`src/rtl/ram_arbiter_if.sv`:
```
// ram_arbiter_if: bus between the requesters, the RAM and ram_arbiter.
//   Requester side : req, wr, access_type (one bit per port), wdata (packed,
//                    port n at [n*DATA_W +: DATA_W]); gnt, done, rdata, busy back.
//   RAM side       : ram_wren, ram_access_type, ram_data_in out of the arbiter,
//                    ram_result back from the RAM.
//   slave  modport : the arbiter.
//   master modport : the environment (requesters plus RAM).
interface ram_arbiter_if #(
  parameter int DATA_W = 48
);
  logic [2:0]          req;
  logic [2:0]          wr;
  logic [2:0]          access_type;
  logic [3*DATA_W-1:0] wdata;
  logic [2:0]          gnt;
  logic [2:0]          done;
  logic [DATA_W-1:0]   rdata;
  logic                busy;
  logic                ram_wren;
  logic                ram_access_type;
  logic [DATA_W-1:0]   ram_data_in;
  logic [DATA_W-1:0]   ram_result;

  modport slave (
    input  req, wr, access_type, wdata, ram_result,
    output gnt, done, rdata, busy, ram_wren, ram_access_type, ram_data_in
  );

  modport master (
    output req, wr, access_type, wdata, ram_result,
    input  gnt, done, rdata, busy, ram_wren, ram_access_type, ram_data_in
  );
endinterface

```
`src/rtl/ram_arbiter.sv`:
```
// ram_arbiter: single-port scheduler for the shared balance RAM.
// Three requesters (0 = memory init, 1 = transaction, 2 = display) raise level
// requests; one is granted at a time by fixed priority (lowest index wins), a
// single RAM command is issued and the read result is returned with done.
// Ports:
//   i_clock  : system clock, rising edge
//   i_resetn : synchronous active-low reset
//   bus      : ram_arbiter_if.slave (request/grant/done/rdata/busy + RAM side)
// Optional feature (macro ARB_STARVE_GUARD_EN): port 2 wins the next
// arbitration once it has lost STARVE_LIMIT arbitrations in a row.
// All outputs are registered.
module ram_arbiter #(
  parameter int DATA_W       = 48,
  parameter int READ_LATENCY = 1,
  parameter int STARVE_LIMIT = 4
) (
  input  logic         i_clock,
  input  logic         i_resetn,
  ram_arbiter_if.slave bus
);

  typedef enum logic [1:0] {ST_IDLE, ST_ISSUE, ST_WAIT, ST_DONE} state_t;

  state_t              r_state;
  logic [1:0]          r_winner;
  logic                r_wr;
  logic [1:0]          r_lat_cnt;
  logic [2:0]          r_gnt;
  logic [2:0]          r_done;
  logic                r_busy;
  logic                r_ram_wren;
  logic                r_ram_at;
  logic [DATA_W-1:0]   r_ram_din;
  logic [DATA_W-1:0]   r_rdata;

  logic                w_any_req;
  logic [1:0]          w_fixed_winner;
  logic [1:0]          w_winner;
  logic [DATA_W-1:0]   w_sel_wdata;

  // Supported configurations: READ_LATENCY 1..3, STARVE_LIMIT 1..255 (8-bit counter).
  // Any other setting elaborates this marker block so it shows up in the hierarchy.
  if (READ_LATENCY < 1 || READ_LATENCY > 3 || STARVE_LIMIT < 1 || STARVE_LIMIT > 255)
  begin : g_config_out_of_range
  end

  function automatic logic [2:0] f_onehot(input logic [1:0] idx);
    case (idx)
      2'd0:    f_onehot = 3'b001;
      2'd1:    f_onehot = 3'b010;
      2'd2:    f_onehot = 3'b100;
      default: f_onehot = 3'b000;
    endcase
  endfunction

  assign w_any_req = |bus.req;

  // Fixed-priority pick; the value is only used when some request is present
  always_comb begin
    w_fixed_winner = 2'd0;
    if (bus.req[0]) begin
      w_fixed_winner = 2'd0;
    end else if (bus.req[1]) begin
      w_fixed_winner = 2'd1;
    end else begin
      w_fixed_winner = 2'd2;
    end
  end

`ifdef ARB_STARVE_GUARD_EN
  logic [7:0] r_starve_cnt;
  logic       w_force_p2;

  assign w_force_p2 = bus.req[2] && (r_starve_cnt >= 8'(STARVE_LIMIT));
  assign w_winner   = w_force_p2 ? 2'd2 : w_fixed_winner;

  // Starvation counter: counts port-2 losses in IDLE, clears when port 2 wins
  always_ff @(posedge i_clock) begin
    if (!i_resetn) begin
      r_starve_cnt <= 8'd0;
    end else if (r_state == ST_IDLE && w_any_req) begin
      if (w_winner == 2'd2) begin
        r_starve_cnt <= 8'd0;
      end else if (bus.req[2] && r_starve_cnt != 8'hFF) begin
        r_starve_cnt <= r_starve_cnt + 8'd1;
      end else begin
        r_starve_cnt <= r_starve_cnt;
      end
    end else begin
      r_starve_cnt <= r_starve_cnt;
    end
  end
`else
  assign w_winner = w_fixed_winner;
`endif

  // Write data of the winning port
  always_comb begin
    case (w_winner)
      2'd0:    w_sel_wdata = bus.wdata[0*DATA_W +: DATA_W];
      2'd1:    w_sel_wdata = bus.wdata[1*DATA_W +: DATA_W];
      default: w_sel_wdata = bus.wdata[2*DATA_W +: DATA_W];
    endcase
  end

  // Access FSM with all outputs registered
  always_ff @(posedge i_clock) begin
    if (!i_resetn) begin
      r_state    <= ST_IDLE;
      r_winner   <= 2'd0;
      r_wr       <= 1'b0;
      r_lat_cnt  <= 2'd0;
      r_gnt      <= 3'b000;
      r_done     <= 3'b000;
      r_busy     <= 1'b0;
      r_ram_wren <= 1'b0;
      r_ram_at   <= 1'b0;
      r_ram_din  <= {DATA_W{1'b0}};
      r_rdata    <= {DATA_W{1'b0}};
    end else begin
      case (r_state)
        ST_IDLE: begin
          if (w_any_req) begin
            // Command is latched straight into the RAM-facing registers so it
            // is presented during the ISSUE cycle, together with gnt.
            r_state    <= ST_ISSUE;
            r_winner   <= w_winner;
            r_wr       <= bus.wr[w_winner];
            r_gnt      <= f_onehot(w_winner);
            r_busy     <= 1'b1;
            r_ram_wren <= bus.wr[w_winner];
            r_ram_at   <= bus.access_type[w_winner];
            r_ram_din  <= w_sel_wdata;
          end else begin
            r_state <= ST_IDLE;
          end
        end
        ST_ISSUE: begin
          r_gnt      <= 3'b000;
          r_ram_wren <= 1'b0;
          r_lat_cnt  <= 2'(READ_LATENCY);
          r_state    <= ST_WAIT;
        end
        ST_WAIT: begin
          r_lat_cnt <= r_lat_cnt - 2'd1;
          if (r_lat_cnt == 2'd1) begin
            // ram_result is valid this cycle; writes keep the previous rdata
            if (!r_wr) begin
              r_rdata <= bus.ram_result;
            end else begin
              r_rdata <= r_rdata;
            end
            r_done  <= f_onehot(r_winner);
            r_state <= ST_DONE;
          end else begin
            r_state <= ST_WAIT;
          end
        end
        ST_DONE: begin
          r_done  <= 3'b000;
          r_busy  <= 1'b0;
          r_state <= ST_IDLE;
        end
        default: begin
          r_gnt      <= 3'b000;
          r_done     <= 3'b000;
          r_busy     <= 1'b0;
          r_ram_wren <= 1'b0;
          r_state    <= ST_IDLE;
        end
      endcase
    end
  end

  assign bus.gnt             = r_gnt;
  assign bus.done            = r_done;
  assign bus.rdata           = r_rdata;
  assign bus.busy            = r_busy;
  assign bus.ram_wren        = r_ram_wren;
  assign bus.ram_access_type = r_ram_at;
  assign bus.ram_data_in     = r_ram_din;

endmodule

```
`src/flat_wrapper.sv`:
```
// flat-port wrapper written by rule: the top's interface ports become plain ports
module ram_arbiter_flat 
#(
  parameter int DATA_W       = 48,
  parameter int READ_LATENCY = 1,
  parameter int STARVE_LIMIT = 4
)
  (i_clock, i_resetn, bus_req, bus_wr, bus_access_type, bus_wdata, bus_ram_result, bus_gnt, bus_done, bus_rdata, bus_busy, bus_ram_wren, bus_ram_access_type, bus_ram_data_in);
  ram_arbiter_if #(.DATA_W(DATA_W)) bus_i ();
  input  logic i_clock;
  input  logic i_resetn;
  input wire logic [$bits(bus_i.req)-1:0] bus_req;
  input wire logic [$bits(bus_i.wr)-1:0] bus_wr;
  input wire logic [$bits(bus_i.access_type)-1:0] bus_access_type;
  input wire logic [$bits(bus_i.wdata)-1:0] bus_wdata;
  input wire logic [$bits(bus_i.ram_result)-1:0] bus_ram_result;
  output wire logic [$bits(bus_i.gnt)-1:0] bus_gnt;
  output wire logic [$bits(bus_i.done)-1:0] bus_done;
  output wire logic [$bits(bus_i.rdata)-1:0] bus_rdata;
  output wire logic [$bits(bus_i.busy)-1:0] bus_busy;
  output wire logic [$bits(bus_i.ram_wren)-1:0] bus_ram_wren;
  output wire logic [$bits(bus_i.ram_access_type)-1:0] bus_ram_access_type;
  output wire logic [$bits(bus_i.ram_data_in)-1:0] bus_ram_data_in;
  assign bus_i.req = bus_req;
  assign bus_i.wr = bus_wr;
  assign bus_i.access_type = bus_access_type;
  assign bus_i.wdata = bus_wdata;
  assign bus_i.ram_result = bus_ram_result;
  assign bus_gnt = bus_i.gnt;
  assign bus_done = bus_i.done;
  assign bus_rdata = bus_i.rdata;
  assign bus_busy = bus_i.busy;
  assign bus_ram_wren = bus_i.ram_wren;
  assign bus_ram_access_type = bus_i.ram_access_type;
  assign bus_ram_data_in = bus_i.ram_data_in;
  ram_arbiter #(.DATA_W(DATA_W), .READ_LATENCY(READ_LATENCY), .STARVE_LIMIT(STARVE_LIMIT)) u_core (.i_clock(i_clock), .i_resetn(i_resetn), .bus(bus_i));
endmodule
```
`config.mk`:
```
export PLATFORM = sky130hd
export DESIGN_NAME = ram_arbiter_flat
export DESIGN_NICKNAME = d
export VERILOG_FILES = /design/src/rtl/ram_arbiter_if.sv /design/src/rtl/ram_arbiter.sv /design/src/flat_wrapper.sv
export SDC_FILE = /design/constraint.sdc
export NUM_CORES = 1
export LEC_CHECK = 0
export ABC_AREA = 1
export CAP_MARGIN = 20
export CORE_MARGIN = 2
export CORE_UTILIZATION = 37
export CTS_CLUSTER_SIZE = 8
export DETAILED_ROUTE_END_ITERATION = 10
export GPL_TIMING_DRIVEN = 0
export PLACE_DENSITY_LB_ADDON = 0.15
export SLEW_MARGIN = 10
export SYNTH_ARGS = -nofsm -noshare
export SYNTH_HDL_FRONTEND = slang
export SYNTH_SLANG_ARGS = --single-unit
export TNS_END_PERCENT = 100
```
`constraint.sdc`:
```
create_clock -name i_clock -period 1.7 [get_ports i_clock]
set_input_delay 0.51 -clock i_clock [delete_from_list [all_inputs] [get_ports i_clock]]
set_output_delay 0.51 -clock i_clock [all_outputs]
set_load 0.05 [all_outputs]
```
* Word-level counts from Yosys, hierarchy flattened
Cells that the tools add are included.
Operators by class: eq/ne operators 10, reduce and logical (&&, ||, !) cells 13, bitwise gates (word level) 1, add/subtract/negate cells 1, $lt $le $gt $ge 1, mux-type cells 21
Operator list (number):
- 48-bit case mux with 2 select lines | 1
- 3-bit case mux with 3 select lines | 2
- 3-bit case mux with 2 select lines | 2
- 2-bit by 1-bit equality test with 1-bit output, second input constant | 4
- 2-bit equality test, second input constant | 4
- 2-bit case mux with 4 select lines | 1
- 2-bit AND reduction | 4
- 2-bit nonzero test | 4
- 2-bit zero test | 3
- 1-bit two-way mux | 6
- 3-bit two-way mux | 2
- 1-bit binary-select mux with 2-bit select | 2
- 2-bit two-way mux | 2
- 2-bit by 1-bit != test with 1-bit output, second input constant | 2
- 1-bit case mux with 2 select lines | 2
- 2-bit case mux with 2 select lines | 1
- 2-bit by 3-bit less-than comparator with 1-bit output, second input constant | 1
- 3-bit AND reduction | 1
- 3-bit OR reduction | 1
- 2-bit by 1-bit subtractor with 2-bit output, second input constant | 1
- 1-bit inverter | 1
Word-level totals: bits in registers 112, output and inout port bits 105, logic and storage cells 58

* Depth between registers and ports, before layout
word-level depth 6, depth in mapped cells 9, depth with buffers taken out 7

* Worst setup path before layout
OpenSTA, ideal clock, no wires.
path type input -> register, start input port bus_req[0], end register u_core.r_ram_din[22], in the netlist u_core.bus.ram_data_in[22], stages on the path 7, setup time 116 ps, arrival 1369 ps, required time 1584 ps, path slack 214 ps, path buffers 3, cell sequence buf_4 nor2_8 a21oi_4 buf_4 buf_2 o21ai_0 nor2_1
Between the ends: cells in the longest elaborated chain, start to end 3, elaborated cells on any way between the ends 6, those cells by class eq/ne (1); mux (2); reduce/logical (3)
Ends and longest elaborated chain:
- from (decl) | line flat_wrapper.sv:12 | input wire logic [$bits(bus_i.req)-1:0] bus_req;
- 2-bit two-way mux | line ram_arbiter.sv:61 | if (bus.req[0]) begin
- 2-bit by 1-bit equality test with 1-bit output or 2-bit zero test (tied branches) | line ram_arbiter.sv:99 | case (w_winner)
- 48-bit case mux with 2 select lines | line ram_arbiter.sv:99
- to (signal assigned) | line ram_arbiter.sv:118 | r_ram_din <= {DATA_W{1'b0}};
- to (signal assigned) | line ram_arbiter.sv:133 | r_ram_din <= w_sel_wdata;
- to (decl) | line ram_arbiter.sv:33 | logic [DATA_W-1:0] r_ram_din;
Parallel ways exist; a longest one is shown, timed or not. A chain may end at the register's enable or synchronous reset.

* Final worst setup path
start register u_core.r_ram_din[0], in the netlist u_core.bus.ram_data_in[0], end output port bus_ram_data_in[0]
RTL lines:
- to (decl) | line flat_wrapper.sv:23 | output wire logic [$bits(bus_i.ram_data_in)-1:0] bus_ram_data_in;
No word-level cell between the ends.

==> flow_summary.toml <==
[status]
status = "finished clean"

[timing]
rsz0062_at_grt = "no"
final-setup-viol-count = 0
hold_viol = 0
min_period_ps = 1620
relSlewSlack = 0.647
skew_ps = 8.16
drv_slew = 0
setup_slack_ps = 79.6
fin_crit_sh = 0.953
fmax_mhz = 617
worst_slew_pin_slew_ps = 523

[worst_setup_path]
r2r_slack_ps = 130
path_cells = "clkdlybuf4s15_2"
cp_data_arrival_time_ps = 1110
critPathMaxFanout = 2
crit_path_start_kind = "flop"
worst-path-buf-inv = 1
cp_top_family = "buffers and inverters"
cp_slowest_cell = "clkdlybuf4s15_2"
critical_path_required_ps = 1190
critical_path_class = "flop to primary output"
endpoint_kind = "primary output"
cpPeakStageDelay_ps = 390
cp.depth = 1
rr_worst_depth = 9

[clock_tree]
clockRootBuffer = "clkbuf_16"
clkTransAtPathRegs_ps = 70
htreeDepth = 3
clock_sink_count = 112
cts_made_buffers = 9
insertion_delay_ps = 360
cts_tree = "yes"
postCtsHoldBufs = 0
clock_path_buffers = 2

[logic_synthesis]
ys_ff_latch = 112
syn-num-nets = 928
netlist_instances = 720
yosysSeqAreaShare = 0.458
syn_area_um2 = 4900
synthArstFlopShare = 0
synthDistinctLibCells = 22
synthFlopType = "dfxtp_1"
synth_common_cells = "nand2_1, nor2_1, dfxtp_1, o21ai_0, nand3_1"
synth_warnings = 0
synth_top_area_frac = 0.458
yosysMostFrequentCell = "nand2_1"
synth_top_area_cell = "dfxtp_1"
synthTopCellsByArea = "dfxtp_1, nand2_1, nor2_1"
synth_edf_count = 0
avgSynthCellArea_um2 = 6.80

[global_routing]
grt_max_degree = 18
grt_overflow = 0
grt_use_total = 0.238
antenna_found_initial = 1
grt_pass1_wl_mm = 26.9
grt_pass1_vias = 5534

[floorplan]
die_w_um = 119
fp.coreArea_um2 = 13100
die_height_um = 119
die_area_um2 = 14200
initial_utilization = 0.374
rows = 42
io_pins = 308

[placement]
dpl.hpwl_mm = 13.0
pre_cts_ws_ps = -518
gp_congestion = 0.815
port-buffer-count = 306

[power_and_ir_drop]
powerDensity_nw_per_um2 = 980
ir_worst_vdd_mv = 0.499
p_leak_nw = 3.61

[finish]
utilization = 0.660
finalNetCount = 1245
drive_above_1_share = 0.157
syn_to_final_growth_pct = 76.3

[routing]
wire_per_inst_um = 13.9
wl_mm = 16.9
drtIter0Drc = 212
ant_nets = 0
drc_errors = 0
via_count = 5639
drt-vias-per-instance = 4.63
firstDrtPassIters = 5

[hold_path]
hold_path_class = "flop to flop"
worstHoldPathCells = 2

[flow_run]
max-cap-violations = 0
[final timing paths]
kind                                            from                                 endpoint
max reg2reg             u_core.r_state[0]$_SDFF_PN0_        u_core.bus.rdata[28]$_SDFFE_PN0P_
max           u_core.bus.ram_data_in[0]$_SDFFE_PN0P_                       bus_ram_data_in[0]
min reg2reg  u_core.bus.ram_data_in[42]$_SDFFE_PN0P_  u_core.bus.ram_data_in[42]$_SDFFE_PN0P_
min          u_core.bus.ram_data_in[42]$_SDFFE_PN0P_  u_core.bus.ram_data_in[42]$_SDFFE_PN0P_
[routing by layer]
| metal | part of all wire | up-vias | global-route usage |
|---|---|---|---|
| met5 | 0 | - | 0 |
| met4 | 0.028 | 0 | 0.102 |
| met3 | 0.088 | 31 | 0.0771 |
| met2 | 0.46 | 221 | 0.400 |
| met1 | 0.43 | 2449 | 0.279 |
| li1 | - | 2938 | - |
[power by group]
part	total (W)	switching [W]	internal [W]
combinational	0.00335	0.00210	0.00124
sequential	0.00314	0.000172	0.00297
clock	0.00197	0.000969	0.00100
total	0.00846	0.00324	0.00522
[placed cells by master, fill, tap and decap left out, types with 4 or more instances in the layout]
cell type        netlist  routed
nand2_1              201     201
nand3_1               61      61
o21ai_0               78      75
clkbuf_2               1      13
nor2_1               156     156
dfxtp_1              112     112
a21oi_1               31      31
inv_1                 14      13
clkbuf_16              0       9
clkdlybuf4s50_1        0     200
ha_1                   5       4
o21ai_1                5       8
clkdlybuf4s15_2        0     103
buf_2                 17       7
clkbuf_4               0       7
buf_4                 10      13
clkbuf_1              20      12
[registers in the layout, indices dropped and copies added, names as in the netlist, 2 cells and up]
| signal | count |
|---|---|
| u_core.bus.ram_data_in | 48 |
| u_core.bus.rdata | 48 |
| u_core.bus.done | 3 |
| u_core.bus.gnt | 3 |
| u_core.r_lat_cnt | 2 |
| u_core.r_state | 2 |
| u_core.r_winner | 2 |
[tightest hold or removal path, stage by stage, from the launching register on]
cell	delay, ps
dfxtp_1	310
nand2_1	60
a21oi_1	50
[per-stage QoR]
stage          power [W]  hold WS [ps]  TNS, ps  cell area, um2  std cells
3_3_place_gp     0.00658           447   -41120            8180       1202
2_1_floorplan    0.00519           446        0            4900        720
6_report         0.00846           464        0            8630       1219
5_1_grt          0.00891           483        0            8630       1219
4_1_cts          0.00849           468        0            8580       1218
3_5_place_dp     0.00659           457   -41750            8180       1202
[cell type report]
class	count	area (um2)
fill	1148	4450
timing repair buffer	306	3180
clock buffer	12	236
clock inverter	4	30.0
multi-input combinational	544	2370
antenna	1	2.50
buffer	49	289
tap	176	220
inverter	15	56.3
sequential	112	2240
[cells by family after synthesis]
group	share of synthesized area
simple gates	0.344
buf+inv	0.0613
flops	0.458
compound gates	0.124
fa+ha+maj	0.0128
[what timing repair did]
action / CTS / global route
setup endpoints to repair: 175 / 99
buffers inserted: 0 / 0
pin swaps: 0 / 1
gates resized for setup: 315 / 46
No activity file was read; power rests on OpenSTA's default activity.
==> edit 1, RTL diff (same flow settings) <==
Encoding of `state_t`: now one-hot (4 bits for 4 states).
--- a/src/rtl/ram_arbiter.sv
+++ b/src/rtl/ram_arbiter.sv
@@ -19,7 +19,7 @@
   ram_arbiter_if.slave bus
 );
 
-  typedef enum logic [1:0] {ST_IDLE, ST_ISSUE, ST_WAIT, ST_DONE} state_t;
+  typedef enum logic [3:0] {ST_IDLE = 4'b0001, ST_ISSUE = 4'b0010, ST_WAIT = 4'b0100, ST_DONE = 4'b1000} state_t;
 
   state_t              r_state;
   logic [1:0]          r_winner;
Formal check against the unedited RTL: no difference found for any inputs over 10 cycles, from zero or initial values and one cycle with i_resetn low; not proved beyond that.
==> edit 1 against the unedited design <==
  * Setup slack got worse by 0.044 ns
  * Critical path type unchanged
  * Sequential cell count increased by 2
  * Total power increased by 8.0%
  * First-iteration DRC count increased by 50%
  * Largest cell class unchanged
  * Final area increased by 8.9%
  * Highest routed layer unchanged
  * Synthesized cell count increased by 16%
  * Fmax decreased by 2.7%
  * Area after synthesis increased by 11%
  * Via count increased by 8.2%
  * Cell count increased by 12%
  * Routed wire length increased by 7.3%
  * Die area increased by 10%
==> edit 1: results (changes against the unedited design) <==
Status -> complete, no violations
Commonest cells post-synth -> nand2_1 (276), nor2_1 (167), dfxtp_1 (114)
Routed WL -> 18200 µm (+7.3%)
Skew final -> 0.00721 ns (-0.000955 ns)
Final min period -> 1.66 ns (+0.0442 ns)
R2r setup slk -> 0.26 ns (+0.13 ns)
Hold slack -> 0.458 ns (-0.00610 ns)
Worst rel slew slack -> 0.633 (-0.0148)
Synth Net Count -> 1042 (+12%)
Worst Path Max Fanout -> 2 (unchanged)
Via density per instance -> 4.48 (-3.1%)
Pre-CTS setup slack -> -0.350 ns (+0.167 ns)
Hpwl dp -> 13600 µm (+5.0%)
Worst setup path startpoint -> u_core.bus.ram_data_in[21]$_SDFFE_PN0P_
Syn avg cell area -> 6.47 µm² (-4.9%)
Latest clock arrival within the worst-skew pair -> 0.42 ns (+0.06 ns)
Synth Flop Type -> dfxtp_1
Layout cells sized above 1 -> 0.184 (+0.0263)
Initial antenna violation count -> 2 (+1)
CP delay by family, top -> buffers and inverters
Peak VDD IR -> 0.735 mV (+47%)
WL per Instance -> 13.3 µm (-3.9%)
Sequential area share after synthesis -> 0.421 (-0.0367)
HP Class -> register to register
CTS Buf Count -> 17 (+8)
CTS clk-pin slew, worst paths -> 0.05 ns (-0.02 ns)
Clk buf depth -> 2 (unchanged)
Vias in the first global route -> 6075 (+9.8%)
Nets -> 1368 (+9.9%)
Tot GR Track Use -> 0.239 (+0.000530)
Data arrival time of the critical path -> 1.15 ns (+0.04 ns)
CP peak stage delay -> 0.41 ns (+0.02 ns)
Post-synthesis cell type count -> 21 (-4.5%)
HP Start -> u_core.r_lat_cnt[0]$_SDFFE_PN0P_
DR iter-0 viols -> 319 (+50%)
RD Place Congestion -> 0.843 (+3.4%)
FILL cells -> 1322 (+15%)
Leakage -> 4.19 nW (+16%)
Count of input and output buffers -> 305 (-0.33%)
Synth warn -> 0 (unchanged)
Post-synthesis async set-or-reset flop share -> 0 (unchanged)
Largest net degree at the start of global routing -> 17 (-1)
Synth top area cells -> dfxtp_1 (42%), nand2_1 (19%), nor2_1 (12%), nand3_1 (5.1%), nor2_2 (5.1%)
Global-route wire length before repair -> 29800 µm (+11%)
Reg-to-reg startpoint -> u_core.r_state[2]$_SDFF_PN0_
Max H-tree Level -> 4 (+1)
Cell count after placement -> 1327 (+10%)
edit 1: cell type report:
class	count	area, µm²	share of cell area
timing repair buffer	307	3210	0.341
antenna	2	5.00	0.000532
buffer	48	312	0.0331
clock buffer	26	499	0.0531
clock inverter	5	27.5	0.00293
multi-input combinational	612	2600	0.276
inverter	64	245	0.0261
sequential	114	2280	0.243
tap	184	230	0.0245
edit 1: routing by layer:
metal  track usage  part of all wire  vias to the layer above
met5             0                 0                        -
met4         0.101             0.027                        0
met3        0.0877             0.079                       32
met2         0.415              0.49                      220
met1         0.263              0.40                     2654
li1              -                 -                     3198
edit 1: final timing paths:
check	endpoint	depth (start not counted)
worst max-delay path	bus_ram_data_in[21]	1
worst min-delay path	u_core.r_lat_cnt[0]$_SDFFE_PN0P_	1
worst min register to register	u_core.r_lat_cnt[0]$_SDFFE_PN0P_	1
worst max register to register	u_core.bus.rdata[32]$_SDFFE_PN0P_	9
edit 1: kinds of logic after synthesis:
family	after synthesis	share of synthesized area
adders and majority gates	1	0.00231
AOI/OAI and AO/OA	62	0.0577
buffers and inverters	112	0.101
DFF	114	0.421
and+or+nand+nor	549	0.418
edit 1: per-stage QoR:
step	power, W	area, µm²
finish	0.00913	9400
global route	0.00958	9400
CTS	0.00914	9360
detailed placement	0.00602	8700
global placement	0.00602	8700
floorplan	0.00479	5420
edit 1: power breakdown:
group / internal (W) / switching (W)
Sequential: 0.00295 / 0.000136
Combinational: 0.00112 / 0.00175
Clock: 0.00199 / 0.00119
edit 1: timing repair:
item                       4_1_cts  5_1_grt
hold endpoints to repair         0        0
pin swaps                        0        1
setup endpoints to repair      105       43
setup buffers                    0        2
resized for setup              315        9
==> edit 2, RTL diff (same settings) <==
Made on the original files. Build with the macro `ARB_STARVE_GUARD_EN` defined.
--- a/src/rtl/ram_arbiter.sv
+++ b/src/rtl/ram_arbiter.sv
@@ -9,6 +9,8 @@
 // Optional feature (macro ARB_STARVE_GUARD_EN): port 2 wins the next
 // arbitration once it has lost STARVE_LIMIT arbitrations in a row.
 // All outputs are registered.
+`define ARB_STARVE_GUARD_EN
+
 module ram_arbiter #(
   parameter int DATA_W       = 48,
   parameter int READ_LATENCY = 1,
Function: same outputs for any inputs over 10 cycles, from zero or initial values and one cycle with i_resetn low; that may be too few to reach the edited logic, so the function may still have changed.
==> edit 2 against the unedited design <==
  * Utilization increased by 1.5 points
  * Highest routed layer unchanged
  * Total power rose by 27%
  * Cell count up 3.5%
  * Sequential cell count rose by 8
  * Final area increased by 9.8%
  * Worst hold slack worse by 0.0042 ns
  * Routed wire length grew 24%
  * Critical path type unchanged
  * Combinational power is 11% higher
  * Setup slack lost 0.054 ns
  * Non-clock buffer count up 9
  * Critical endpoint is now bus_ram_data_in[12]
  * Clock power grew 84%
  * Area after synthesis up 9.5%
  * Fmax fell by 3.2%
==> edit 2: results (changes against the unedited design) <==
Met2 usage -> 0.460 (+0.0599)
Pre-CTS setup slack -> -0.804 ns (-0.287 ns)
Vias in the first global route -> 6276 (+13%)
Reg2reg end -> u_core.bus.ram_data_in[37]$_SDFFE_PN0P_
Routed wl met3 -> 1480 µm (-0.34%)
Max H-tree Level -> 4 (+1)
Grt met1 use -> 0.300 (+0.0213)
Post-Route M1 WL -> 8440 µm (+17%)
Peak VDD IR -> 0.741 mV (+49%)
Worst rel slew slack -> 0.624 (-0.0234)
Skew final -> 0.00714 ns (-0.00102 ns)
Crit path max-delay cell type -> clkdlybuf4s15_2
Total power divided by cell area -> 1130 mW/mm² (+15%)
FILL cells -> 1209 (+5.3%)
Via density per instance -> 5.04 (+8.9%)
Tot GR Track Use -> 0.265 (+0.0262)
Data arrival time of the critical path -> 1.16 ns (+0.05 ns)
Syn avg cell area -> 7.24 µm² (+6.4%)
Post-synthesis cell type count -> 30 (+36%)
Reg-to-reg startpoint -> u_core.r_state[1]$_SDFF_PN0_
Global-route wire length before repair -> 32700 µm (+21%)
Sequential area share after synthesis -> 0.448 (-0.00999)
RD Place Congestion -> 0.851 (+4.4%)
Synth top area cells -> dfxtp_1 (45%), nor2_1 (9.5%), a21oi_1 (9.1%), o21ai_0 (8.2%), nand3_1 (6.7%)
Synth Net Count -> 951 (+2.5%)
Latest clock arrival within the worst-skew pair -> 0.42 ns (+0.06 ns)
Initial antenna violation count -> 2 (+1)
Layout cells sized above 1 -> 0.197 (+0.0398)
WL met2 -> 10200 µm (+31%)
HP Start -> u_core.bus.ram_data_in[2]$_SDFFE_PN0P_
Dpl cell area -> 0.00865 mm² (+5.8%)
Status -> complete, no violations
CTS Buf Count -> 17 (+8)
Largest net degree at the start of global routing -> 17 (-1)
Cell count after placement -> 1227 (+2.1%)
Fmax -> 0.597 GHz (-3.2%)
CP endpoint -> bus_ram_data_in[12]
DR iter-0 viols -> 374 (+76%)
Routed WL -> 20900 µm (+24%)
Via count -> 6357 (+13%)
Worst R2R Path Depth -> 8 (-1)
Worst setup path startpoint -> u_core.bus.ram_data_in[12]$_SDFFE_PN0P_
Leakage -> 3.83 nW (+6.1%)
## edit 2: layout make-up
| cell class | count | area share |
|---|---|---|
| Antenna cell | 2 | 0.000528 |
| Buffer | 57 | 0.0372 |
| Clock buffer | 20 | 0.0461 |
| Clock inverter | 12 | 0.0160 |
| Inverter | 25 | 0.0102 |
| Multi-Input combinational cell | 539 | 0.276 |
| Sequential cell | 120 | 0.253 |
| Tap cell | 180 | 0.0238 |
| Timing Repair Buffer | 307 | 0.336 |
## edit 2: cell families (layout without fill, tap and decap cells)
family,after synthesis,count (layout),share of synthesized area
other,0,2,0
AOI/OAI and AO/OA,196,196,0.185
buffers and inverters,82,421,0.0702
DFF,120,120,0.448
adders and majority gates,7,7,0.0163
and+or+nand+nor,336,336,0.280
## edit 2: power by group
part	total [W]	internal, W	switching [W]
Sequential	0.00337	0.00318	0.000190
Clock	0.00363	0.00230	0.00134
Combinational	0.00372	0.00139	0.00234
Total	0.0107	0.00686	0.00386
## edit 2: how the worst min path moves through the flow
stage	slack [ns]	endpoint
floorplan	0.43	u_core.r_starve_cnt[6]$_SDFFE_PN0P_
global placement	0.44	u_core.r_starve_cnt[3]$_SDFFE_PN0P_
detailed placement	0.44	u_core.r_starve_cnt[7]$_SDFFE_PN0P_
CTS	0.46	u_core.r_starve_cnt[6]$_SDFFE_PN0P_
global route	0.48	u_core.r_starve_cnt[6]$_SDFFE_PN0P_
finish	0.46	u_core.bus.ram_data_in[2]$_SDFFE_PN0P_
## edit 2: timing repair
action	4_1_cts	5_1_grt
endpoints found under the setup margin	188	101
setup buffers	0	1
gates resized for setup	333	50
hold buffers	0	0
pin swaps	0	3
